[src/rtl/mux_sel_arbiter.sv]
// Round-robin arbiter driving the select of a shared 2:1 datapath between requesters A and B.
// Optional burst timeout preemption is enabled by defining ARB_TIMEOUT_EN.
module mux_sel_arbiter #(
    parameter int unsigned MAX_BURST = 8,
    parameter int unsigned CW        = 4
) (
    input  logic          clk,
    input  logic          reset,
    input  logic          req_a,
    input  logic          req_b,
    input  logic          last_a,
    input  logic          last_b,
    output logic          gnt_a,
    output logic          gnt_b,
    output logic          sel,
    output logic          busy,
    output logic [CW-1:0] burst_cnt
);

`ifdef ARB_TIMEOUT_EN
    localparam bit TimeoutEn = 1'b1;
`else
    localparam bit TimeoutEn = 1'b0;
`endif

    localparam logic [CW-1:0] BurstLast = CW'(MAX_BURST - 1);
    localparam logic [CW-1:0] CntMax    = '1;

    typedef enum logic [1:0] {StIdle, StGntA, StGntB} state_e;

    state_e        state_q, state_d;
    logic          last_owner_q, last_owner_d;  // 0 = A, 1 = B
    logic [CW-1:0] cnt_d;
    logic          sel_d;
    logic          end_a, end_b, burst_end;

    always_comb begin
        end_a        = !req_a || last_a || (TimeoutEn && (burst_cnt == BurstLast) && req_b);
        end_b        = !req_b || last_b || (TimeoutEn && (burst_cnt == BurstLast) && req_a);
        state_d      = state_q;
        last_owner_d = last_owner_q;
        burst_end    = 1'b0;

        unique case (state_q)
            StIdle: begin
                if (req_a && req_b) begin
                    state_d = last_owner_q ? StGntA : StGntB;
                end else if (req_a) begin
                    state_d = StGntA;
                end else if (req_b) begin
                    state_d = StGntB;
                end
            end
            StGntA: begin
                if (end_a) begin
                    burst_end    = 1'b1;
                    last_owner_d = 1'b0;
                    if (req_b)      state_d = StGntB;
                    else if (req_a) state_d = StGntA;
                    else            state_d = StIdle;
                end
            end
            StGntB: begin
                if (end_b) begin
                    burst_end    = 1'b1;
                    last_owner_d = 1'b1;
                    if (req_a)      state_d = StGntA;
                    else if (req_b) state_d = StGntB;
                    else            state_d = StIdle;
                end
            end
            default: state_d = StIdle;
        endcase

        // A re-grant after last/timeout starts a fresh burst, so the counter restarts too.
        if (state_d == StIdle || state_q == StIdle || burst_end) begin
            cnt_d = '0;
        end else if (burst_cnt != CntMax) begin
            cnt_d = burst_cnt + 1'b1;
        end else begin
            cnt_d = burst_cnt;
        end

        unique case (state_d)
            StGntA:  sel_d = 1'b0;
            StGntB:  sel_d = 1'b1;
            default: sel_d = sel;  // hold the last route so the datapath output stays stable
        endcase
    end

    always_ff @(posedge clk or negedge reset) begin
        if (!reset) begin
            state_q      <= StIdle;
            last_owner_q <= 1'b1;
            burst_cnt    <= '0;
            sel          <= 1'b0;
            gnt_a        <= 1'b0;
            gnt_b        <= 1'b0;
            busy         <= 1'b0;
        end else begin
            state_q      <= state_d;
            last_owner_q <= last_owner_d;
            burst_cnt    <= cnt_d;
            sel          <= sel_d;
            gnt_a        <= (state_d == StGntA);
            gnt_b        <= (state_d == StGntB);
            busy         <= (state_d != StIdle);
        end
    end

endmodule
[config.mk]
export PLATFORM = sky130hd
export DESIGN_NAME = mux_sel_arbiter
export DESIGN_NICKNAME = d
export VERILOG_FILES = /design/src/rtl/mux_sel_arbiter.sv
export SDC_FILE = /design/constraint.sdc
export NUM_CORES = 1
export LEC_CHECK = 0
export CAP_MARGIN = 5
export CORE_MARGIN = 3
export CORE_UTILIZATION = 23
export CTS_CLUSTER_SIZE = 10
export DETAILED_ROUTE_END_ITERATION = 8
export GPL_ROUTABILITY_DRIVEN = 0
export GPL_TIMING_DRIVEN = 0
export PLACE_DENSITY = 0.47
export SYNTH_ARGS = -nofsm -noshare
export SYNTH_HDL_FRONTEND = slang
export SYNTH_SLANG_ARGS = --single-unit
[constraint.sdc]
create_clock -name clk -period 5.8 [get_ports clk]
set_input_delay 1.74 -clock clk [delete_from_list [all_inputs] [get_ports clk]]
set_output_delay 1.74 -clock clk [all_outputs]
set_load 0.03 [all_outputs]
After elaboration in Yosys (flattened, before gate mapping)

Index checks and enable logic that the tools add are counted.

Register bits after elaboration: 11
Output and inout port bits: 8
Input port bits: 6
Word-level logic and storage cells: 49

Equal/unequal tests: 7
Add/subtract/negate cells: 1
Reductions and logical operators: 14
Multiplexer cells: 20

Operators with widths:

| cell                                                 | count |
|---|---|
| two-way mux 2 bit                                    | 9 |
| two-way mux 4 bit                                    | 2 |
| nonzero test 2 bit                                   | 4 |
| case mux 1 bit (2 select lines)                      | 3 |
| case mux 2 bit (3 select lines)                      | 1 |
| two-way mux 1 bit                                    | 5 |
| adder 4 x 1 -> 4 bit (second input constant)         | 1 |
| equality test 2 x 1 -> 1 bit (second input constant) | 2 |
| equality test 2 bit (second input constant)          | 2 |
| logical NOT 2 bit                                    | 2 |
| logical OR 1 bit                                     | 4 |
| != test 2 bit (second input constant)                | 2 |
| != test 4 bit (second input constant)                | 1 |
| AND reduction 3 bit                                  | 1 |
| logical NOT 1 bit                                    | 2 |
| logical AND 1 bit                                    | 1 |

Logic depth before layout (Yosys ltp)

Word-level depth: 8
Mapped depth: 9
Gate-level depth less buffers: 9

Worst setup path after synthesis

Ideal clock, no wire load.

Kind: input -> register
From: input last_b
To: register burst_cnt[2]
Setup time: 80 ps
Stages on the path: 7
Slack: 2,748 ps
Arrival: 2,972 ps
Data required time: 5,720 ps
Buffers on the path: 0
Cells stage by stage: nand2_1 > a211o_1 > a21oi_1 > nor2_1 > ha_1 > a211o_1 > nor3_2

Cells in the longest elaborated chain, start to end: 7
Elaborated cells between the ends (all ways): 10
Classes of those cells: mux: 5; reduce/logical: 5

RTL lines:

| what                                                           | line | text |
|---|---|---|
| from (decl)                                                    | 12   | `input logic last_b,` |
| logical OR 1 bit (*)                                           | 39   | `end_b = !req_b \|\| last_b \|\| (TimeoutEn && (burst_cnt == BurstLast) && req_a);` |
| two-way mux 2 bit                                              | 64   | `if (end_b) begin` |
| case mux 2 bit (3 select lines)                                | 44   | `unique case (state_q)` |
| logical NOT 2 bit                                              | 76   | `if (state_d == StIdle \|\| state_q == StIdle \|\| burst_end) begin` |
| logical OR 1 bit                                               | 76   |  |
| logical OR 1 bit (*)                                           | 76   |  |
| two-way mux 4 bit / nonzero test 2 bit (equally long branches) | -    |  |
| to (signal assigned)                                           | 103  | `burst_cnt <= cnt_d;` |
| to (decl)                                                      | 17   | `output logic [CW-1:0] burst_cnt` |

Mark *: on every way between the ends. The rest lies on a longest branch, timed or not.
A chain may end at the register's enable or synchronous reset.

Worst setup path in the final report

From: input req_a
To: register burst_cnt[2]

Cells in the longest elaborated chain, start to end: 8
Elaborated cells between the ends (all ways): 18
Classes of those cells: mux: 11; reduce/logical: 7

RTL lines:

| what                                                           | line   | text |
|---|---|---|
| from (decl)                                                    | 9      | `input logic req_a,` |
| two-way mux 1 bit / logical NOT 1 bit (equally long branches)  | 59, 38 |  |
| two-way mux 2 bit / logical OR 1 bit (equally long branches)   | 58, 38 |  |
| two-way mux 2 bit                                              | 55     | `if (end_a) begin` |
| case mux 2 bit (3 select lines)                                | 44     |  |
| logical NOT 2 bit                                              | 76     |  |
| logical OR 1 bit                                               | 76     |  |
| logical OR 1 bit (*)                                           | 76     |  |
| two-way mux 4 bit / nonzero test 2 bit (equally long branches) | -      |  |

Marked as above.

==> flow_summary.json <==
{
  "drc": 0,
  "clockBufferDepth": 2,
  "fillerInstances": 280,
  "grt_max_degree": 12,
  "worstSetupPathType": "primary input to flop",
  "final_hold_viol_count": 0,
  "avgSynthCellArea_um2": 10.28,
  "syn_nets": 78,
  "synth_area_um2": 658.1,
  "grt_pass1_wl_mm": 2.270,
  "cp.required_ns": 5.98,
  "diodes": 0,
  "slowest_delay_ns": 0.59,
  "io_pins": 14,
  "netlist.area_leader.share_pct": 38.02,
  "crit_fanout": 6,
  "p_seq_share_pct": 33.4,
  "post_cts_resized": 0,
  "sw_frac_of_total_pct": 40.63,
  "timing.rr.start": "state_q[0]$_DFF_PN0_",
  "first_global_vias": 564,
  "coreArea_um2": 2590,
  "synth_edf_count": 0,
  "hp-start": "sel$_DFFE_PN0P_",
  "post-route-min-period_ns": 3.473,
  "portBuffers": 13,
  "holdWs_ns": 0.5150,
  "die_y_um": 59.49,
  "die-area_um2": 3539,
  "min_delay_path_depth": 1,
  "critPathBufInv": 2,
  "synthMostInstantiatedCell": "dfrtp_1",
  "drv_slew": 0,
  "syn_inst": 64,
  "min_path_type": "flop to flop",
  "start_kind": "primary input",
  "cp_cell_sequence": "clkdlybuf4s50_1 -> inv_1 -> a211o_1 -> a21oi_1 -> nor2_1 -> ha_1 -> a211o_1 -> nor3_2",
  "cts_buffers": 3,
  "areaGrowthSynthToFinish_pct": 29.47,
  "synth_common_cells": "dfrtp_1, ha_1, nor2_1, nand2_1",
  "fmax_ghz": 0.2879,
  "cp-end-kind": "flop",
  "place_hpwl_um": 990.2,
  "final.setup.tns_ns": 0,
  "min_period_over_period_pct": 59.89,
  "wl_per_cell_um": 11.21,
  "critPathSlowestCell": "clkdlybuf4s50_1",
  "post_cts_buffers": 0,
  "vias_per_cell": 4.721,
  "dieWidth_um": 59.49,
  "htreeDepth": 1,
  "fin_nets": 96,
  "p_int_mw": 0.2260,
  "cts-hold-fix-buffers": 0,
  "max-vdd-ir-drop_mv": 0.2544,
  "cpLargestDelayFamily": "compound AO/OA/AOI/OAI gates",
  "drt_iter0_drc": 20,
  "clkSlewWorstSetupHoldPaths_ns": 0.07,
  "synth.distinct_cells": 23,
  "rsz0062_at_grt": "no",
  "p_sw_mw": 0.1547,
  "max_cap_viol_count": 0,
  "grtUsageTotal_pct": 8.505,
  "clockRootBuffer": "clkbuf_4",
  "arrival_ns": 3.66,
  "p_comb_share_pct": 53.5,
  "rows": 18,
  "cts_tree": "done",
  "dr.pass1.iters": 5,
  "finalClockSkew_ns": 0.003439,
  "grt_remaining_overflow": 0,
  "ys_seq_elements": 11,
  "reg2reg_depth": 9,
  "ant_nets": 0,
  "timing.rr.end": "burst_cnt[2]$_DFFE_PN0P_",
  "yosys_warnings": 0,
  "synth_flop_cell": "dfrtp_1",
  "clock_latency_ns": 0.26,
  "r2r_slack_ns": 3.52,
  "worst-slew-pin-transition_ns": 0.4768,
  "synth_top_cell_by_area": "dfrtp_1",
  "power_density_nw_per_um2": 446.7,
  "slew_headroom_pct": 68.11,
  "run_status": "finished clean",
  "routed_wl_mm": 1.244,
  "ys_top_cells_by_area": "dfrtp_1, ha_1, dfstp_2, and3b_1, nor2_1",
  "antenna_found_initial": 0,
  "path_common_cell": "a211o_1",
  "drive_gt1_share_pct": 12.35,
  "vias": 524,
  "start_util_pct": 25.41,
  "min_to": "sel$_DFFE_PN0P_",
  "setup_viol": 0,
  "leakagePower_nw": 0.3924,
  "synthArstFlopShare_pct": 100.0,
  "p_clk_share_pct": 13.1,
  "synth-seq-area-share_pct": 42.02,
  "cts_sinks": 11
}
[cell families (layout without fill, tap and decap cells)]
family                     count (synthesis)  count (layout)  synth area share (%)
AOI/OAI and AO/OA                         15              15                 15.21
xor gates and xnor gates                   1               1                 1.331
adders and majority gates                  8               8                 15.21
buffers and inverters                      4              21                 2.281
DFF                                       11              11                 42.02
muxes                                      3               3                 4.753
and+or+nand+nor                           22              22                 19.20
[through the flow]
| step | power (mW) | util [%] | cell area (um2) | cells | worst slack [ns] |
|---|---|---|---|---|---|
| after detailed placement | 0.3346 | 31.88 | 825.8 | 107 | 2.053 |
| after global placement | 0.3351 | 31.88 | 825.8 | 107 | 2.044 |
| after global routing | 0.4204 | 32.90 | 852.1 | 111 | 2.188 |
| after floorplan | 0.2682 | - | 658.1 | 64 | 2.748 |
| final | 0.3806 | 32.90 | 852.1 | 111 | 2.327 |
| after CTS | 0.3892 | 32.90 | 852.1 | 111 | 2.323 |
[layout make-up]
cell class	instances	area, um2	area share, %
Clock buffer	4	26.28	3.084
Inverter	4	15.01	1.762
Multi-Input combinational cell	49	366.6	43.03
Sequential cell	11	276.5	32.45
Tap cell	30	37.54	4.405
Timing Repair Buffer	13	130.1	15.27
[registers in the layout (all words and copies together) (netlist names)]
register      cells
gnt_a             1
state_q           2
gnt_b             1
burst_cnt         4
sel               1
busy              1
last_owner_q      1
[worst register-to-register path, delay by kind of cell, from the launching register on]
| kind | cells | cell delay (ns) |
|---|---|---|
| buf+inv | 1 | 0.10 |
| flops | 1 | 0.44 |
| fa+ha+maj | 2 | 0.48 |
| compound gates | 3 | 0.82 |
| simple gates | 3 | 0.37 |
[layout by cell type (no fill, tap or decap), types with 2 or more instances in the layout]
cell type	count
ha_1	8
mux2i_1	2
a22o_1	2
nand2_1	5
a211o_1	2
a21oi_1	4
o21ai_0	3
dfrtp_1	10
inv_1	4
a31oi_1	2
clkbuf_4	3
and3b_1	3
nand3_1	2
nor3_2	2
clkdlybuf4s50_1	13
nor2_1	6
[layer usage]
metal | global-route usage, % | share of wire (%)
met1 | 10.07 | 44
met3 | 3.922 | 5.3
met4 | 1.899 | 0
met2 | 14.04 | 51
met5 | 0 | 0
[worst max-delay path by stage]
stage / from / endpoint / slack [ns] / depth (start not counted)
2_1_floorplan: last_b / burst_cnt[2]$_DFFE_PN0P_ / 2.75 / 7
3_3_place_gp: req_a / burst_cnt[2]$_DFFE_PN0P_ / 2.04 / 8
3_5_place_dp: req_a / burst_cnt[2]$_DFFE_PN0P_ / 2.05 / 8
4_1_cts: req_a / burst_cnt[2]$_DFFE_PN0P_ / 2.32 / 8
5_1_grt: req_a / burst_cnt[3]$_DFFE_PN0P_ / 2.19 / 8
6_report: req_a / burst_cnt[2]$_DFFE_PN0P_ / 2.33 / 8
[power by group through the flow]
stage | logic (mW) | clock network (mW) | registers [mW]
after global placement | 0.207 | 0 | 0.128
after CTS | 0.208 | 0.0537 | 0.128
after detailed placement | 0.206 | 0 | 0.129
after global routing | 0.229 | 0.0584 | 0.133
after floorplan | 0.112 | 0 | 0.156
final | 0.204 | 0.0499 | 0.127
Power figures use the tool's default switching activity.
